[src/rtl/instruction_encoder.sv]
// instruction_encoder
// Packs opcode/regD/regS/regT/offset field tuples into 23-bit instruction
// words and streams them into instruction memory at consecutive addresses.
// This is the program-loader path that mirrors the instruction field decoder.
//
// Optional feature: define INSTR_ENC_PARITY_EN to add the mem_wparity output
// (even parity over the 23 packed bits, registered alongside mem_wdata).
//
// Ports
//   clk, rst        clock, synchronous active-high reset
//   start, done     1-cycle pulses that begin / end a load (start wins)
//   in_valid        field tuple valid
//   in_ready        tuple can be accepted this cycle
//   opcode..offset  instruction fields, packed as {opcode,regD,regS,regT,offset}
//   mem_we          write strobe, high for one cycle per legal word
//   mem_addr        write address (holds last value between writes)
//   mem_wdata       packed instruction (holds last value between writes)
//   word_count      words written since the last start (saturating)
//   busy            loader is accepting words
//   full            memory capacity reached (held until the next start)
//   err_opcode      sticky: an illegal opcode was consumed and dropped
//   mem_wparity     (INSTR_ENC_PARITY_EN only) parity of mem_wdata
module instruction_encoder #(
    parameter int ADDR_W      = 6,
    parameter int NUM_OPCODES = 32
) (
    input  logic              clk,
    input  logic              rst,
    input  logic              start,
    input  logic              done,
    input  logic              in_valid,
    output logic              in_ready,
    input  logic [4:0]        opcode,
    input  logic [1:0]        regD,
    input  logic [1:0]        regS,
    input  logic [1:0]        regT,
    input  logic [11:0]       offset,
    output logic              mem_we,
    output logic [ADDR_W-1:0] mem_addr,
    output logic [22:0]       mem_wdata,
    output logic [ADDR_W:0]   word_count,
    output logic              busy,
    output logic              full,
`ifdef INSTR_ENC_PARITY_EN
    output logic              mem_wparity,
`endif
    output logic              err_opcode
);

    typedef enum logic [1:0] {IDLE, LOAD, FULL} state_t;

    localparam logic [ADDR_W-1:0] LAST_ADDR = '1;
    localparam logic [ADDR_W:0]   CAPACITY  = {1'b1, {ADDR_W{1'b0}}};
    // Six bits so that NUM_OPCODES = 32 (every opcode legal) is representable.
    localparam logic [5:0]        OPC_LIMIT = 6'(NUM_OPCODES);

    state_t              state_reg, state_next;
    logic [ADDR_W-1:0]   wr_ptr_reg;
    logic [ADDR_W:0]     count_reg;
    logic                mem_we_reg;
    logic [ADDR_W-1:0]   mem_addr_reg;
    logic [22:0]         mem_wdata_reg;
    logic                full_reg;
    logic                err_reg;

    logic [22:0]         packed_word;
    logic                accept;
    logic                legal;
    logic                write_now;
    logic                last_write;

    assign packed_word = {opcode, regD, regS, regT, offset};
    assign accept      = in_valid && in_ready;
    assign legal       = ({1'b0, opcode} < OPC_LIMIT);
    assign write_now   = accept && legal;
    assign last_write  = write_now && (wr_ptr_reg == LAST_ADDR);

    always_ff @(posedge clk) begin
        if (rst) begin
            state_reg <= IDLE;
        end else begin
            state_reg <= state_next;
        end
    end

    // in_ready is withheld during a start cycle so that a restart never
    // races with a tuple handshake; the restart begins from a clean pointer.
    always_comb begin
        state_next = state_reg;
        in_ready   = 1'b0;
        case (state_reg)
            IDLE: begin
                if (start) state_next = LOAD;
            end
            LOAD: begin
                in_ready = !start;
                if (start)           state_next = LOAD;
                else if (done)       state_next = IDLE;
                else if (last_write) state_next = FULL;
            end
            FULL: begin
                if (start)     state_next = LOAD;
                else if (done) state_next = IDLE;
            end
            default: state_next = IDLE;
        endcase
    end

    // Datapath. A write registered in the previous cycle is already on the
    // outputs, so a restart cannot disturb it; it finishes at its old address.
    always_ff @(posedge clk) begin
        if (rst) begin
            wr_ptr_reg    <= '0;
            count_reg     <= '0;
            mem_we_reg    <= 1'b0;
            mem_addr_reg  <= '0;
            mem_wdata_reg <= '0;
            full_reg      <= 1'b0;
            err_reg       <= 1'b0;
        end else begin
            mem_we_reg <= write_now;
            if (write_now) begin
                mem_addr_reg  <= wr_ptr_reg;
                mem_wdata_reg <= packed_word;
                wr_ptr_reg    <= wr_ptr_reg + 1'b1;
                if (count_reg != CAPACITY) count_reg <= count_reg + 1'b1;
                if (last_write) full_reg <= 1'b1;
            end
            if (accept && !legal) err_reg <= 1'b1;
            if (start) begin
                wr_ptr_reg <= '0;
                count_reg  <= '0;
                full_reg   <= 1'b0;
                err_reg    <= 1'b0;
            end
        end
    end

`ifdef INSTR_ENC_PARITY_EN
    logic parity_reg;

    always_ff @(posedge clk) begin
        if (rst) begin
            parity_reg <= 1'b0;
        end else if (write_now) begin
            parity_reg <= ^packed_word;
        end
    end

    assign mem_wparity = parity_reg;
`endif

    assign mem_we     = mem_we_reg;
    assign mem_addr   = mem_addr_reg;
    assign mem_wdata  = mem_wdata_reg;
    assign word_count = count_reg;
    assign busy       = (state_reg == LOAD);
    assign full       = full_reg;
    assign err_opcode = err_reg;

endmodule
[config.mk]
export PLATFORM = sky130hd
export DESIGN_NAME = instruction_encoder
export DESIGN_NICKNAME = d
export VERILOG_FILES = /design/src/rtl/instruction_encoder.sv
export SDC_FILE = /design/constraint.sdc
export NUM_CORES = 1
export LEC_CHECK = 0
export CAP_MARGIN = 10
export CORE_ASPECT_RATIO = 1.4
export CORE_UTILIZATION = 55
export CTS_BUF_LIST = sky130_fd_sc_hd__clkbuf_4
export DETAILED_ROUTE_END_ITERATION = 10
export DONT_BUFFER_PORTS = 1
export PLACE_DENSITY = 0.7
export SYNTH_ARGS = -nofsm -noshare
export SYNTH_HDL_FRONTEND = slang
export SYNTH_SLANG_ARGS = --single-unit
[constraint.sdc]
create_clock -name clk -period 2.6 [get_ports clk]
set_input_delay 0.26 -clock clk [delete_from_list [all_inputs] [get_ports clk]]
set_output_delay 0.26 -clock clk [all_outputs]
set_load 0.02 [all_outputs]
==> flow_summary.yaml, run 1 <==
logic_synthesis:
  netlist_instances: 220
  netlist_area_sq_mm: 0.00181
  synth_fp_nets: 251
  ys_warn_count: 0
  syn_avg_cell_area_sq_um: 8.22
  ys_seq_area_share_pct: 50.9
  synth_seq_cells: 46
  yosysUniqueCellTypes: 30
clock_tree:
  cts_buffers: 5
  cts_max_level: 2
  clockBufferDepth: 2
  clock_latency_ps: 340
  root_buffer: "clkbuf_4"
  clock-sinks: 46
  tritoncts: "built"
  cts.repair.resized: 0
  clk_transition_reported_paths_ps: 120
worst_setup_path:
  critical_path_buf_inv_count: 0
  crit_path_cell_trace: "nand4bb_4 -> or4_1 -> a21oi_1"
  critPathMaxStageDelay_ps: 630
  r2r-start: "state_reg[0]"
  worst_path_max_delay_cell: "or4_1"
  cp-end-kind: "flop"
  critPathRequiredTime_ps: 2880
  worstSetupEndpoint: "word_count[6]"
  crit_type: "reg2reg"
  arrival_ps: 1970
  critPathMaxFanout: 34
  rr_worst_depth: 3
  crit_path_start: "state_reg[0]"
  critPathTopFamily: "simple AND/OR/NAND/NOR gates"
  r2r_end: "word_count[6]"
  worstSetupStartpointType: "flop"
  r2r_slack_ps: 900
  crit_cells: 3
sta:
  setup_viol: 0
  finalCritPeriodShare_pct: 65.3
  slew_headroom_pct: 30.6
  period_minus_slack_ps: 1700
  setup_tns_ps: 0
  slew_viol_final: 0
  rsz0062_at_grt: "false"
  hold_viol_final: 0
  skew_ps: 4.31
  max_slew.worst_pin.slew_ps: 1040
  max_freq_mhz: 589
pwr:
  sequentialPowerShare_pct: 67.8
  switchingPower_uw: 256
  p_comb_share_pct: 4.4
  peakVddDrop_mv: 0.481
  power.share.clock_pct: 27.8
  swShare_pct: 23.6
  p_int_uw: 827
  power_uw: 1080
  p_leak_uw: 0.000591
  p_per_area_mw_per_mm2: 584
die:
  num_rows: 24
  die_h_um: 69.9
  dieArea_sq_mm: 0.00353
  coreArea_sq_mm: 0.00312
  start_util_pct: 57.9
  die_width_um: 50.5
  io_pins: 69
route:
  vias: 1442
  dr.pass1.iters: 4
  drt_iter0_drc: 38
  ant_nets: 0
  drc: 0
  wl_per_cell_um: 13.7
  wl_mm: 3.48
  viasPerCell: 5.68
finish:
  finalNetCount: 246
  drive_gt1_share_pct: 5.58
  finalNonFillerCells: 254
  syn_to_final_growth_pct: 2.49
  largest_register_ffs: 23
  antenna_cells: 0
grt:
  grt-ovfl-total: 0
  busiest_layer: "met2"
  grt_pass1_wl_mm: 5.73
  globalRouteMet1Util_pct: 24.1
  use_met3_pct: 6.54
  antenna_found_initial: 0
  grt_max_degree: 35
  grt_pass1_vias: 1362
  met2_usage_pct: 35.9
  grt_util_all_layers_pct: 20.8
placed_design:
  gp_congestion: 0.781
  dp_hpwl_mm: 2.45
  dp.cells: 245
  io_buffers: 0
worst_hold_path:
  hold_path_class: "in2reg"
outcome:
  status: "complete, no violations"
run:
  maxCapViolations: 0
logic make-up (layout without fill, tap and decap cells):
family,Yosys count,in the layout,share of synthesized area [%]
AOI/OAI and AO/OA,52,52,15.7
xor gates and xnor gates,1,1,0.484
adders and majority gates,3,3,2.07
buffers and inverters,20,15,5.39
DFF,46,46,50.9
muxes,2,2,1.11
other,1,1,0.207
and+or+nand+nor,95,95,24.1
cell usage in the layout, fill, tap and decap left out, drive strengths merged:
| master | synthesis | final |
|---|---|---|
| a211oi | 1 | 1 |
| a21oi | 38 | 38 |
| a31o | 1 | 1 |
| a31oi | 1 | 1 |
| and4bb | 1 | 1 |
| buf | 10 | 1 |
| clkbuf | 5 | 5 |
| clkinv | 0 | 2 |
| conb | 1 | 1 |
| dfxtp | 46 | 46 |
| dlygate4sd3 | 0 | 2 |
| ha | 3 | 3 |
| inv | 5 | 5 |
| mux2i | 2 | 2 |
| nand2 | 68 | 68 |
| nand2b | 1 | 1 |
| nand3 | 5 | 5 |
| nand3b | 1 | 1 |
| nand4bb | 1 | 1 |
| nor2 | 6 | 6 |
| nor2b | 1 | 1 |
| nor3 | 1 | 1 |
| nor4b | 1 | 1 |
| o21a | 2 | 2 |
| o21ai | 5 | 5 |
| o31ai | 3 | 3 |
| o41ai | 1 | 1 |
| or2 | 1 | 1 |
| or3 | 5 | 5 |
| or4 | 3 | 3 |
| xnor2 | 1 | 1 |
per-layer routing:
layer / part of all wire, % / wire length [um]
met3: 7.0 / 245
met2: 52 / 1810
met1: 40 / 1390
met5: 0 / 0
met4: 0.98 / 34
cell type report:
type,count,area [sq um]
sequential,46,921
multi-input combinational,154,791
tap,39,48.8
clock inverter,2,10.0
fill,289,1270
clock buffer,5,37.5
inverter,5,18.8
timing repair buffer,3,27.5
stage by stage:
step | setup slack [ps] | hold WS [ps] | util [%] | instance area (sq um)
CTS | 880 | 20.7 | 59.4 | 1850
global route | 745 | 15.9 | 59.4 | 1850
floorplan | 1110 | 366 | - | 1810
global placement | 1000 | 333 | 57.2 | 1790
detailed placement | 900 | 334 | 57.2 | 1790
finish | 903 | 38.0 | 59.4 | 1850
worst reg2reg max path, delay by kind of cell, from the launching register on:
kind,cells,cell delay (ps)
and+or+nand+nor,2,1040
DFF,1,450
AOI/OAI and AO/OA,1,150
repair_timing:
item | in CTS | in global routing
buffers inserted | 0 | 0
endpoints found under the hold margin | 31 | 0
hold buffers | 2 | 0
worst min path at each step:
stage                   start       endpoint  slack [ps]  depth (start not counted)
global placement          rst   mem_wdata[8]         330                          1
floorplan                done   state_reg[0]         370                          1
detailed placement        rst  mem_wdata[10]         330                          1
global route        offset[1]   mem_wdata[1]          20                          2
CTS                   regD[1]  mem_wdata[17]          20                          2
finish                regS[0]  mem_wdata[14]          40                          2
synth_stat cells:
library cell  instances  share of area (%)
a211oi_1              1               0.42
a21oi_1              38                 11
a31o_2                1               0.48
a31oi_1               1               0.35
and4bb_2              1               0.69
buf_2                 6                1.7
buf_4                 4                1.7
clkbuf_1              5                1.0
conb_1                1               0.21
dfxtp_1              46                 51
ha_1                  3                2.1
inv_1                 5                1.0
mux2i_1               2                1.1
nand2_1              68                 14
nand2b_1              1               0.35
nand3_1               5                1.4
nand3b_1              1               0.42
nand4bb_4             1                1.5
nor2_1                6                1.2
nor2b_1               1               0.35
nor3_1                1               0.28
nor4b_1               1               0.48
o21a_1                2               0.83
o21ai_0               5                1.4
o31ai_1               3                1.2
o41ai_1               1               0.48
or2_2                 1               0.35
or3_1                 5                1.7
or4_1                 3                1.2
xnor2_1               1               0.48
power groups by stage:
stage          logic [uW]  registers, uW  clock network, uW
6_report             48.0            734                301
3_3_place_gp         37.2            749                  0
4_1_cts              48.4            734                315
3_5_place_dp         39.6            750                  0
2_1_floorplan        43.5            748                  0
5_1_grt              54.0            736                347
Note: power is estimated with default switching activity, not from simulation.
==> run 2, diff against run 1 <==
- ABC_AREA: not set -> 1
- PLACE_DENSITY: 0.7 -> 0.73
- clock period: 2.6 -> 1.5 ns (I/O delays scaled with it)
==> run 2 against run 1 <==
  * Setup slack got worse by 740 ps
  * Sequential power rose by 77%
  * Global-route usage rose by 2.4 points
  * Design area rose by 25%
  * Die area rose by 6.5%
  * Clock power rose by 77%
  * Final cell count rose by 32%
  * Non-clock buffer count rose by 34
  * Count of clock-buffer cells in the layout did not move
  * Core utilization rose by 9.3 points
  * Register-to-register slack got worse by 740 ps
  * Combinational power rose to 3.8 times the previous value
  * Highest routed layer unchanged
==> flow_summary.yaml, run 2 <==
die:
  coreArea_sq_mm: 0.00338
  die_width_um: 52.1
  die_h_um: 72.1
  num_rows: 25
  dieArea_sq_mm: 0.00376
  io_pins: 69
  start_util_pct: 57.2
finish:
  drive_gt1_share_pct: 9.12
  finalNetCount: 327
  layout_commonest_cell: "nor2_1"
  largest_register_ffs: 23
  fill_cells: 299
  syn_to_final_growth_pct: 20.0
  antenna_cells: 0
  final_cell_mix: "70 x nor2_1, 48 x nand2_1, 46 x dfxtp_1"
logic_synthesis:
  synth_top_area_cell: "dfxtp_1"
  async_reset_ff_share_pct: 0
  synth_top_area_share_pct: 47.7
  netlist_area_sq_mm: 0.00193
  ys_seq_area_share_pct: 47.7
  synth-simple-area-share_pct: 28.6
  yosysUniqueCellTypes: 23
  synthAdderAreaFrac_pct: 1.94
  synth_edf_count: 0
  synth_top_family_by_area: "simple AND/OR/NAND/NOR gates"
  synth-compound-area-share_pct: 11.9
  netlist_instances: 263
  synth_seq_cells: 46
  yosys-top-cells-count: "70 x nor2_1, 48 x nand2_1, 46 x dfxtp_1, 28 x o21ai_0, 16 x a21oi_1"
  syn_avg_cell_area_sq_um: 7.35
  synth_fp_nets: 294
  ys_warn_count: 0
  synth_ff_type: "dfxtp_1"
  synth_mux_area_share_pct: 0
  synthTopCellsByArea: "dfxtp_1 48%, nor2_1 14%, nand2_1 9.3%"
  synth.most_common_cell: "nor2_1"
  synth_xor_area_share_pct: 2.27
worst_setup_path:
  critPathRequiredTime_ps: 1750
  worst_path_max_delay_cell: "dfxtp_1"
  cp-end-kind: "flop"
  worstSetupEndpoint: "mem_wdata[18]"
  critPathMaxFanout: 19
  critical_path_buf_inv_count: 2
  crit_type: "reg2reg"
  worstSetupStartpointType: "flop"
  arrival_ps: 1580
  rr_worst_depth: 7
  critPathTopFamily: "simple AND/OR/NAND/NOR gates"
  r2r_end: "mem_wdata[18]"
  crit_path_start: "state_reg[1]"
  critPathMaxStageDelay_ps: 350
  crit_path_cell_trace: "inv_2 -> nand2_2 -> nor2_4 -> nand2_4 -> buf_12 -> o21ai_0 -> nor2_1"
  crit_cells: 7
  r2r-start: "state_reg[1]"
  r2r_slack_ps: 160
route:
  topRoutingLayerUsed: "met4"
  drt_iter0_drc: 41
  met3WireLength_um: 213
  vias: 1703
  wl_mm: 4.03
  dr.pass1.iters: 4
  viasPerCell: 5.07
  wl_met1_mm: 1.60
  met2_length_mm: 2.15
  ant_nets: 0
  wl_per_cell_um: 12.0
  drc: 0
clock_tree:
  clock-sinks: 46
  post_cts_buffers: 0
  cts_hold_buf: 25
  cts.repair.resized: 0
  clockBufferDepth: 2
  root_buffer: "clkbuf_4"
  cts_buffers: 5
  cts_max_level: 2
  clock_latency_ps: 350
  tritoncts: "built"
  clk_transition_reported_paths_ps: 120
grt:
  grt_pass1_wl_mm: 6.46
  grt_util_all_layers_pct: 23.2
  grt_max_degree: 33
  grt-ovfl-total: 0
  antenna_found_initial: 0
  grt_pass1_vias: 1541
run:
  maxCapViolations: 0
placed_design:
  pre_cts_ws_ps: 205
  gp_congestion: 0.760
  dp_hpwl_mm: 2.63
  io_buffers: 0
sta:
  setup_ws_ps: 161
  hold_viol_final: 0
  finalCritPeriodShare_pct: 89.2
  max_slew.worst_pin.slew_ps: 619
  setup_tns_ps: 0
  slew_viol_final: 0
  slew_headroom_pct: 58.7
  rsz0062_at_grt: "false"
  setup_viol: 0
  period_minus_slack_ps: 1340
  max_freq_mhz: 747
  skew_ps: 6.70
pwr:
  peakVddDrop_mv: 0.587
  p_per_area_mw_per_mm2: 870
  p_leak_uw: 0.000902
worst_hold_path:
  hold_path_class: "in2reg"
outcome:
  status: "complete, no violations"
[run 2: routing by layer]
| layer | vias to the layer above | global-route usage, % |
|---|---|---|
| li1 | 896 | - |
| met4 | 0 | 10.5 |
| met5 | - | 0 |
| met1 | 758 | 23.1 |
| met3 | 5 | 6.71 |
| met2 | 44 | 42.7 |
[run 2: cell families (layout without fill, tap and decap cells)]
group	Yosys count	after routing
buffers and inverters	29	62
XOR/XNOR	5	5
adder cells (fa/ha/maj)	3	3
AO/OA/AOI/OAI	46	46
AND/OR/NAND/NOR	133	133
other	1	1
flip-flops	46	46
[run 2: worst min-delay path by stage]
stage                     startpoint       endpoint  slack [ps]  cells past startpoint
after floorplan           offset[10]  mem_wdata[10]         300                      2
after global placement           rst    mem_addr[3]         220                      1
after detailed placement         rst    mem_addr[2]         220                      1
after CTS                       done   state_reg[1]           4                      3
after global routing            done   state_reg[1]         0.9                      3
final                           done   state_reg[1]           7                      3
[run 2: through the flow]
stage | util [%] | hold WS (ps) | power (uW) | std cells | instance area, sq um
3_3_place_gp | 59.8 | 222 | 1450 | 304 | 2020
5_1_grt | 68.6 | 0.862 | 2120 | 336 | 2320
6_report | 68.6 | 6.70 | 2020 | 336 | 2320
3_5_place_dp | 59.8 | 223 | 1460 | 304 | 2020
2_1_floorplan | - | 298 | 1440 | 263 | 1930
4_1_cts | 68.6 | 4.33 | 2040 | 336 | 2320
[run 2: layout make-up]
type                    count  area [sq um]  area share, %
multi-input cells         188           867           37.4
well taps                  40          50.0           2.16
repair buffers             37           365           15.8
inverters                  18          67.6           2.91
clock inverters             2          10.0          0.432
clock buffers               5          37.5           1.62
flip-flops and latches     46           921           39.7
[run 2: report_power, final]
part	internal (uW)	switching, uW	leakage [uW]
Sequential	1250	51.3	0.000373
Combinational	87.2	94.3	0.000498
Clock	169	363	0.0000308
Total	1510	509	0.000902
[run 2: tightest hold or removal path: cells and delay by family]
| family | cells | cell delay (ps) |
|---|---|---|
| AOI/OAI and AO/OA | 1 | 60 |
| buffers and inverters | 1 | 30 |
| and+or+nand+nor | 1 | 80 |
